`config.mk`:
```
export PLATFORM = sky130hd
export DESIGN_NAME = mem_wb_stage
export DESIGN_NICKNAME = d
export VERILOG_FILES = /design/src/rtl/mips_pkg.sv /design/src/rtl/mem_wb_register.sv /design/src/rtl/mem_wb_stage.sv
export SDC_FILE = /design/constraint.sdc
export NUM_CORES = 1
export LEC_CHECK = 0
export CORE_AREA = 2 2 96 98
export DETAILED_ROUTE_END_ITERATION = 7
export DIE_AREA = 0 0 98 100
export DONT_BUFFER_PORTS = 1
export GPL_TIMING_DRIVEN = 0
export PLACE_DENSITY = 0.82
export SLEW_MARGIN = 20
export SYNTH_ARGS = -nofsm -noshare
export SYNTH_HDL_FRONTEND = slang
export SYNTH_SLANG_ARGS = --single-unit
```
`constraint.sdc`:
```
create_clock -name clk -period 1.4 [get_ports clk]
set_input_delay 0.21 -clock clk [delete_from_list [all_inputs] [get_ports clk]]
set_output_delay 0.21 -clock clk [all_outputs]
set_load 0.1 [all_outputs]
```
`src/rtl/mips_pkg.sv`:
```
// Shared definitions for the MEM/WB stage: FSM states, datapath widths and
// the hard-wired zero register index.
package mips_pkg;

    localparam int REG_W  = 5;
    localparam int DATA_W = 32;

    localparam logic [REG_W-1:0] ZERO_REG = '0;

    typedef enum logic {
        ST_IDLE   = 1'b0,
        ST_ACCESS = 1'b1
    } mem_state_e;

endpackage

```
`src/rtl/mem_wb_register.sv`:
```
// MEM/WB pipeline register. A cycle without a completing instruction loads a
// bubble, so each instruction is presented on the write port for one cycle.
// Writes to the zero register are suppressed here.
module mem_wb_register
    import mips_pkg::*;
(
    input  logic              clk,
    input  logic              rst,
    input  logic              i_valid,
    input  logic              i_reg_write,
    input  logic [REG_W-1:0]  i_write_reg,
    input  logic [DATA_W-1:0] i_write_data,
    output logic              o_reg_write,
    output logic [REG_W-1:0]  o_write_reg,
    output logic [DATA_W-1:0] o_write_data
);

    logic              r_reg_write;
    logic [REG_W-1:0]  r_write_reg;
    logic [DATA_W-1:0] r_write_data;

    // Capture a completing instruction, otherwise insert an all-zero bubble.
    always_ff @(posedge clk) begin
        if (rst || !i_valid) begin
            r_reg_write  <= 1'b0;
            r_write_reg  <= ZERO_REG;
            r_write_data <= '0;
        end else begin
            r_reg_write  <= i_reg_write && (i_write_reg != ZERO_REG);
            r_write_reg  <= i_write_reg;
            r_write_data <= i_write_data;
        end
    end

    assign o_reg_write  = r_reg_write;
    assign o_write_reg  = r_write_reg;
    assign o_write_data = r_write_data;

endmodule

```
`src/rtl/mem_wb_stage.sv`:
```
// MEM stage controller plus MEM/WB register. Non-memory instructions pass to
// WB with one cycle of latency; loads/stores park in ACCESS until dmem_ready,
// stalling the upstream EX/MEM slot meanwhile.
// Optional build macro MEM_TIMEOUT_EN adds an access watchdog and the sticky
// mem_err output; without it, ACCESS waits indefinitely.
module mem_wb_stage
    import mips_pkg::*;
#(
    parameter int unsigned TIMEOUT_CYCLES = 16
)
(
    input  logic              clk,
    input  logic              rst,
    input  logic              ex_valid,
    input  logic [DATA_W-1:0] ex_alu_result,
    input  logic [DATA_W-1:0] ex_store_data,
    input  logic [REG_W-1:0]  ex_write_reg,
    input  logic              ex_reg_write,
    input  logic              ex_mem_to_reg,
    input  logic              ex_mem_read,
    input  logic              ex_mem_write,
    output logic              ex_stall,
    output logic              dmem_req,
    output logic              dmem_we,
    output logic [DATA_W-1:0] dmem_addr,
    output logic [DATA_W-1:0] dmem_wdata,
    input  logic [DATA_W-1:0] dmem_rdata,
    input  logic              dmem_ready,
    output logic              wb_reg_write,
    output logic [REG_W-1:0]  wb_write_reg,
    output logic [DATA_W-1:0] wb_write_data,
    output logic              mem_fwd_valid,
    output logic [REG_W-1:0]  mem_fwd_reg,
    output logic [DATA_W-1:0] mem_fwd_data
`ifdef MEM_TIMEOUT_EN
    ,
    output logic              mem_err
`endif
);

    mem_state_e        r_state;
    logic              r_dmem_req;
    logic              r_dmem_we;
    logic [DATA_W-1:0] r_addr;
    logic [DATA_W-1:0] r_wdata;
    logic [REG_W-1:0]  r_write_reg;
    logic              r_reg_write;
    logic              r_is_load;

    logic              w_idle;
    logic              w_access;
    logic              w_is_mem;
    logic              w_accept_mem;
    logic              w_timeout;
    logic              w_finish;
    logic              w_wb_valid;
    logic              w_wb_reg_write;
    logic [REG_W-1:0]  w_wb_write_reg;
    logic [DATA_W-1:0] w_wb_write_data;

    assign w_idle       = (r_state == ST_IDLE);
    assign w_access     = (r_state == ST_ACCESS);
    assign w_is_mem     = ex_mem_read || ex_mem_write;
    assign w_accept_mem = w_idle && ex_valid && w_is_mem;
    assign w_finish     = w_access && (dmem_ready || w_timeout);

    // Select what the WB register captures this cycle; anything else is a bubble.
    always_comb begin
        w_wb_valid      = 1'b0;
        w_wb_reg_write  = 1'b0;
        w_wb_write_reg  = ZERO_REG;
        w_wb_write_data = '0;
        if (w_idle && ex_valid && !w_is_mem) begin
            w_wb_valid      = 1'b1;
            w_wb_reg_write  = ex_reg_write;
            w_wb_write_reg  = ex_write_reg;
            w_wb_write_data = ex_mem_to_reg ? dmem_rdata : ex_alu_result;
        end else if (w_access && dmem_ready && r_is_load) begin
            // A completing load always writes back its memory data.
            w_wb_valid      = 1'b1;
            w_wb_reg_write  = r_reg_write || r_is_load;
            w_wb_write_reg  = r_write_reg;
            w_wb_write_data = dmem_rdata;
        end
    end

    // Hold upstream while a memory op is being accepted or is still waiting.
    assign ex_stall = w_accept_mem || (w_access && !dmem_ready && !w_timeout);

    // IDLE/ACCESS controller; latches the memory op and drives the dmem request.
    always_ff @(posedge clk) begin
        if (rst) begin
            r_state     <= ST_IDLE;
            r_dmem_req  <= 1'b0;
            r_dmem_we   <= 1'b0;
            r_addr      <= '0;
            r_wdata     <= '0;
            r_write_reg <= ZERO_REG;
            r_reg_write <= 1'b0;
            r_is_load   <= 1'b0;
        end else begin
            case (r_state)
                ST_IDLE: begin
                    if (w_accept_mem) begin
                        r_state     <= ST_ACCESS;
                        r_dmem_req  <= 1'b1;
                        // Read wins when both read and write are flagged.
                        r_dmem_we   <= ex_mem_write && !ex_mem_read;
                        r_is_load   <= ex_mem_read;
                        r_addr      <= ex_alu_result;
                        r_wdata     <= ex_store_data;
                        r_write_reg <= ex_write_reg;
                        r_reg_write <= ex_reg_write;
                    end
                end
                ST_ACCESS: begin
                    if (w_finish) begin
                        r_state    <= ST_IDLE;
                        r_dmem_req <= 1'b0;
                        r_dmem_we  <= 1'b0;
                    end
                end
                default: begin
                    r_state    <= ST_IDLE;
                    r_dmem_req <= 1'b0;
                    r_dmem_we  <= 1'b0;
                end
            endcase
        end
    end

`ifdef MEM_TIMEOUT_EN
    localparam int unsigned TMO_W = $clog2(TIMEOUT_CYCLES + 1);

    logic [TMO_W-1:0] r_tmo_cnt;
    logic             r_mem_err;

    // Abort on the last allowed ACCESS cycle unless ready arrives in it.
    assign w_timeout = w_access && !dmem_ready &&
                       (r_tmo_cnt == TMO_W'(TIMEOUT_CYCLES - 1));

    // Count ACCESS cycles and latch a sticky error on watchdog abort.
    always_ff @(posedge clk) begin
        if (rst) begin
            r_tmo_cnt <= '0;
            r_mem_err <= 1'b0;
        end else begin
            if (w_access && !w_finish) begin
                r_tmo_cnt <= r_tmo_cnt + 1'b1;
            end else begin
                r_tmo_cnt <= '0;
            end
            if (w_timeout) begin
                r_mem_err <= 1'b1;
            end
        end
    end

    assign mem_err = r_mem_err;
`else
    assign w_timeout = 1'b0;
`endif

    assign dmem_req   = r_dmem_req;
    assign dmem_we    = r_dmem_we;
    assign dmem_addr  = r_addr;
    assign dmem_wdata = r_wdata;

    assign mem_fwd_valid = ex_valid && ex_reg_write && !ex_mem_read &&
                           (ex_write_reg != ZERO_REG);
    assign mem_fwd_reg   = ex_write_reg;
    assign mem_fwd_data  = ex_alu_result;

    mem_wb_register u_wb_reg (
        .clk          (clk),
        .rst          (rst),
        .i_valid      (w_wb_valid),
        .i_reg_write  (w_wb_reg_write),
        .i_write_reg  (w_wb_write_reg),
        .i_write_data (w_wb_write_data),
        .o_reg_write  (wb_reg_write),
        .o_write_reg  (wb_write_reg),
        .o_write_data (wb_write_data)
    );

endmodule
```
# Word level (Yosys, flattened, before mapping)

Index checks and enable logic that the tools add are counted.

Latch bits: 0
Memories kept: 0
Flip-flop bits (word level): 112
Output and inout port bits: 143
ROM bits: 0
Input bits: 109
RAM bits: 0
Logic and storage cells: 54

Bitwise gates (word level): 1
Reduce and logical (&&, ||, !) cells: 23
Mux-type cells: 17
Shift-type cells: 0
Div/mod/pow operators: 0
Eq/ne operators: 2
Multiply operators: 0
Add/sub/neg operators: 0
Magnitude comparators: 0

Operators with widths:

| kind               | number |
|---|---|
| $mux 32            | 3 |
| $logic_and 1x1->1  | 11 |
| $mux 5             | 2 |
| $reduce_bool 5->1  | 2 |
| $mux 1             | 9 |
| $pmux 1 s2         | 3 |
| $logic_not 1->1    | 4 |
| $logic_or 1x1->1   | 4 |
| $ne 2x1->1 const B | 2 |
| $reduce_and 2->1   | 2 |
| $not 1->1          | 1 |

# Depth between registers and ports, before layout

Word-level depth: 6
Depth in mapped cells: 5
Gate-level depth less buffers: 3

# Hierarchy

From an unflattened synthesis, not the netlist that was laid out.

Cell total of the unflattened synthesis: 514
Area total of the unflattened synthesis: 4561.9 um2

By module, submodules not included:

| module          | times used | area each (um2) | sequential area each (um2) | cells each |
|---|---|---|---|---|
| mem_wb_stage    | 1          | 3527.1          | 1461.4                     | 432 |
| mem_wb_register | 1          | 1034.7          | 760.7                      | 82 |

# Least setup slack after synthesis

OpenSTA, ideal clock, no wires.

Path type: input-to-output
Start point: in ex_write_reg[1]
End point: out mem_fwd_valid
Setup slack: -2.024 ns
Stages: 3
Path buffers: 0
Data arrival time: 3.214 ns
Cell sequence: or4_1 -> nor2_1 -> nor4bb_1

Longest elaborated chain between the ends: 2

RTL lines:

| what              | line                | text |
|---|---|---|
| from (decl)       | mem_wb_stage.sv:17  | `input logic [REG_W-1:0] ex_write_reg,` |
| $reduce_bool 5->1 | mem_wb_stage.sv:170 | `(ex_write_reg != ZERO_REG);` |
| $logic_and 1x1->1 | mem_wb_stage.sv:169 | `assign mem_fwd_valid = ex_valid && ex_reg_write && !ex_mem_read &&` |
| to (decl)         | mem_wb_stage.sv:32  | `output logic mem_fwd_valid,` |

No other way between the ends.

# Worst setup path after layout

Start point: reg r_state
End point: reg u_wb_reg.r_write_data[8], in the netlist u_wb_reg.o_write_data[8]

Longest elaborated chain between the ends: 6
Elaborated cells on any way between the ends: 11
Those cells by class: mux: 4; bitwise: 1; reduce/logical: 6

RTL lines:

| what                                                  | line                                   | text |
|---|---|---|
| from (decl)                                           | mem_wb_stage.sv:41                     | `mem_state_e r_state;` |
| from (signal assigned)                                | mem_wb_stage.sv:93                     | `r_state <= ST_IDLE;` |
| from (signal assigned)                                | mem_wb_stage.sv:105                    | `r_state <= ST_ACCESS;` |
| from (signal assigned)                                | mem_wb_stage.sv:118                    | `r_state <= ST_IDLE;` |
| $logic_and 1x1->1 / $not 1->1 (equally long branches) | n/a                                    |  |
| $logic_and 1x1->1, on equally long branches           | mem_wb_stage.sv:78, mem_wb_stage.sv:73 |  |
| $mux 1 / $logic_and 1x1->1 (equally long branches)    | mem_wb_stage.sv:78, mem_wb_stage.sv:73 |  |
| $mux 1                                                | mem_wb_stage.sv:73                     | `if (w_idle && ex_valid && !w_is_mem) begin` |
| $logic_not 1->1                                       | mem_wb_register.sv:24                  | `if (rst \|\| !i_valid) begin` |
| $logic_or 1x1->1                                      | mem_wb_register.sv:24                  |  |
| to (signal assigned)                                  | mem_wb_register.sv:31                  | `r_write_data <= i_write_data;` |
| to (decl)                                             | mem_wb_register.sv:20                  | `logic [DATA_W-1:0] r_write_data;` |

Several ways; a longest one is shown, not always the timed one.
A chain may end at the register's enable or synchronous reset.

==> metrics.yaml <==
synth:
  ys_warn_count: 0
  yosys.cell_types.count: 27
  async_flop_share_pct: 0
  synth_area_leaders: "dfxtp_1 (49%), a21oi_1 (12%), nand3_1 (11%)"
  yosysTopAreaCell: "dfxtp_1"
  synth_cells: 550
  synth-seq-cells: 111
  syn_area_mm2: 0.004553
  ys.flop_type: "dfxtp_1"
  synth_edf_count: 0
  syn_nets: 659
  yosys.area.top_type_share_pct: 48.80
  yosysSeqAreaShare_pct: 48.80
  postSynthAreaPerCell_um2: 8.278
power_and_ir_drop:
  p_leak_nw: 2.456
  p_comb_share_pct: 20.9
  p_per_area_mw_per_mm2: 1183
  clkPwrFrac_pct: 24.4
  vdd_drop_max_mv: 0.7287
  intPower_mw: 4.764
  power_mw: 8.069
  switching_share_pct: 40.95
  pwr-share-seq_pct: 54.7
  p_sw_mw: 3.304
critical_path:
  rrSetupSlack_ns: -0.17
  cp_slowest_cell: "dfxtp_4"
  cp.arrival_ns: 1.84
  critPathMaxFanout: 10
  rr_endpoint: "u_wb_reg.o_write_data[8]$_SDFF_PP0_"
  end_kind: "flop"
  start_kind: "flop"
  crit_top_cell: "buf_4"
  rr_worst_depth: 6
  crit_type: "reg2reg"
  cp_cell_sequence: "buf_6, nor4b_4, buf_4, buf_4, nand3_1, a21oi_1"
  reg2reg_from: "r_state$_SDFF_PP0_"
  crit_required_ns: 1.66
  cp_slowest_stage_delay_ns: 0.38
outcome:
  status: "finished with violations"
  failed_checks: "setup timing"
hold_path:
  holdPathStages: 2
  holdPathEnd: "u_wb_reg.o_write_data[31]$_SDFF_PP0_"
  hp-class: "in2reg"
  hold_path_startpoint: "dmem_rdata[31]"
final_layout:
  syn_to_final_growth_pct: 49.74
  final_common_cell: "dfxtp_2"
  multi_input_area_mm2: 0.002163
  layout-drive-gt1-share_pct: 41.73
  ff_latch_area_mm2: 0.002356
  antenna_cells: 0
  fin_area_mm2: 0.006818
  fill_cells: 566
  layout_common_cells: "dfxtp_2 (104), dlygate4sd3_1 (101), nand3_1 (91)"
  nets: 787
timing:
  skew_ns: 0.008125
  fin_ws_ns: -0.1702
  holdWs_ns: 0.008942
  slew_headroom_pct: 46.40
  finalSetupTns_ns: -3.449
  max_freq_mhz: 636.9
  hold_viol: 0
  slew_violations: 0
  grt_setup_unrepaired: "yes"
  post-route-min-period_ns: 1.570
  tightest_slew_ns: 0.8039
  setup_viol: 40
  finalCritPeriodShare_pct: 112.2
detailed_routing:
  dr.pass1.iters: 6
  route.vias.total: 5013
  drc: 0
  first_iter_violations: 289
  detail_route.wirelength_um: 18540
  viasPerCell: 6.314
  avgRoutedWirePerCell_um: 23.35
  ant_nets: 0
cts:
  cts_max_path_buffers: 2
  cts.sinks: 111
  htreeDepth: 3
  cts_root_buf: "clkbuf_8"
  clk_latency_ns: 0.37
  numCtsBuffers: 9
  cts_tree: "done"
  clkTransAtPathRegs_ns: 0.11
global_route:
  overflow: 0
  grt_usage_pct: 32.53
  grt_pass1_vias: 4789
  grt_max_degree: 19
  grt_first_pass_wirelength_um: 25290
  antenna_found_initial: 0
placed_design:
  placed_cell_area_mm2: 0.004732
  pre_cts_slack_ns: -0.3324
  gp_congestion: 0.8955
  place_hpwl_um: 10060
  port_buffers: 0
floorplan:
  die_h_um: 100
  die_area_mm2: 0.009800
  start_util_pct: 51.22
  chipWidth_um: 98
  rows: 35
  core_area_mm2: 0.008890
  ios: 252
job:
  cap_violations: 0
-- area by class of cell --
| type | count | area share, % |
|---|---|---|
| buffer | 92 | 10.28 |
| clock buffer | 12 | 2.422 |
| clock inverter | 4 | 0.5506 |
| inverter | 2 | 0.1101 |
| multi-input combinational | 344 | 31.73 |
| sequential | 111 | 34.56 |
| tap | 111 | 2.037 |
| timing repair buffer | 118 | 18.32 |
-- worst max-delay path by stage --
stage / startpoint / end / slack [ns] / cells after the start
2_1_floorplan: ex_write_reg[0] / mem_fwd_valid / -0.28 / 3
3_3_place_gp: ex_write_reg[0] / mem_fwd_valid / -0.35 / 3
3_5_place_dp: r_state$_SDFF_PP0_ / u_wb_reg.o_write_data[7]$_SDFF_PP0_ / -0.33 / 5
4_1_cts: r_state$_SDFF_PP0_ / u_wb_reg.o_write_data[23]$_SDFF_PP0_ / -0.12 / 5
5_1_grt: r_state$_SDFF_PP0_ / u_wb_reg.o_write_data[25]$_SDFF_PP0_ / -0.19 / 5
6_report: r_state$_SDFF_PP0_ / u_wb_reg.o_write_data[8]$_SDFF_PP0_ / -0.17 / 6
-- power by group through the flow --
stage,combinational [mW],clock (mW),sequential [mW]
2_1_floorplan,0.971,0,4.40
3_3_place_gp,1.09,0,4.43
3_5_place_dp,1.12,0,4.44
4_1_cts,1.46,1.95,4.40
5_1_grt,1.76,2.11,4.43
6_report,1.68,1.97,4.42
-- metrics by stage --
step                std cells  utilization, %
floorplan                 550               -
global placement          661           53.06
detailed placement        662           53.23
CTS                       787           71.47
global route              794           76.69
finish                    794           76.69
-- logic make-up after synthesis --
logic type / share of synthesized area (%)
AOI/OAI and AO/OA: 24.43
buffers and inverters: 12.53
DFF: 48.80
and+or+nand+nor: 14.23
-- critical path, delay by kind of cell (launching register included) --
kind / cells / cell delay [ns]
buffers and inverters: 3 / 0.49
flip-flops: 1 / 0.38
AND/OR/NAND/NOR: 2 / 0.34
AO/OA/AOI/OAI: 1 / 0.26
-- cell usage after synthesis, types with 2 or more instances --
library cell and n:
buf_2 19, nand2_1 5, o21ai_0 73, nand3_1 101
buf_4 38, nor2_1 8, clkbuf_2 5, buf_6 5
a21oi_1 106, dfxtp_1 111, o21ai_1 31, clkbuf_1 27
or4_1 2, a22oi_1 5, inv_1 2
-- what timing repair did --
action                                 4_1_cts  5_1_grt
pin swaps                                    8       33
resized for setup                          186      142
buffers inserted                             7        2
setup endpoints to repair                  211      108
gates cloned                                 4        4
hold buffers                                99        2
endpoints found under the hold margin      103        2
-- metal layers --
layer  GRT usage, %  wire [µm]  vias to the layer above
met5              0          0                        -
li1               -          -                     2187
met3          8.357       1838                       64
met2          58.32       9561                      376
met1          36.33       6538                     2386
met4          14.85        601                        0
Note: power is estimated with default switching activity, not from simulation.
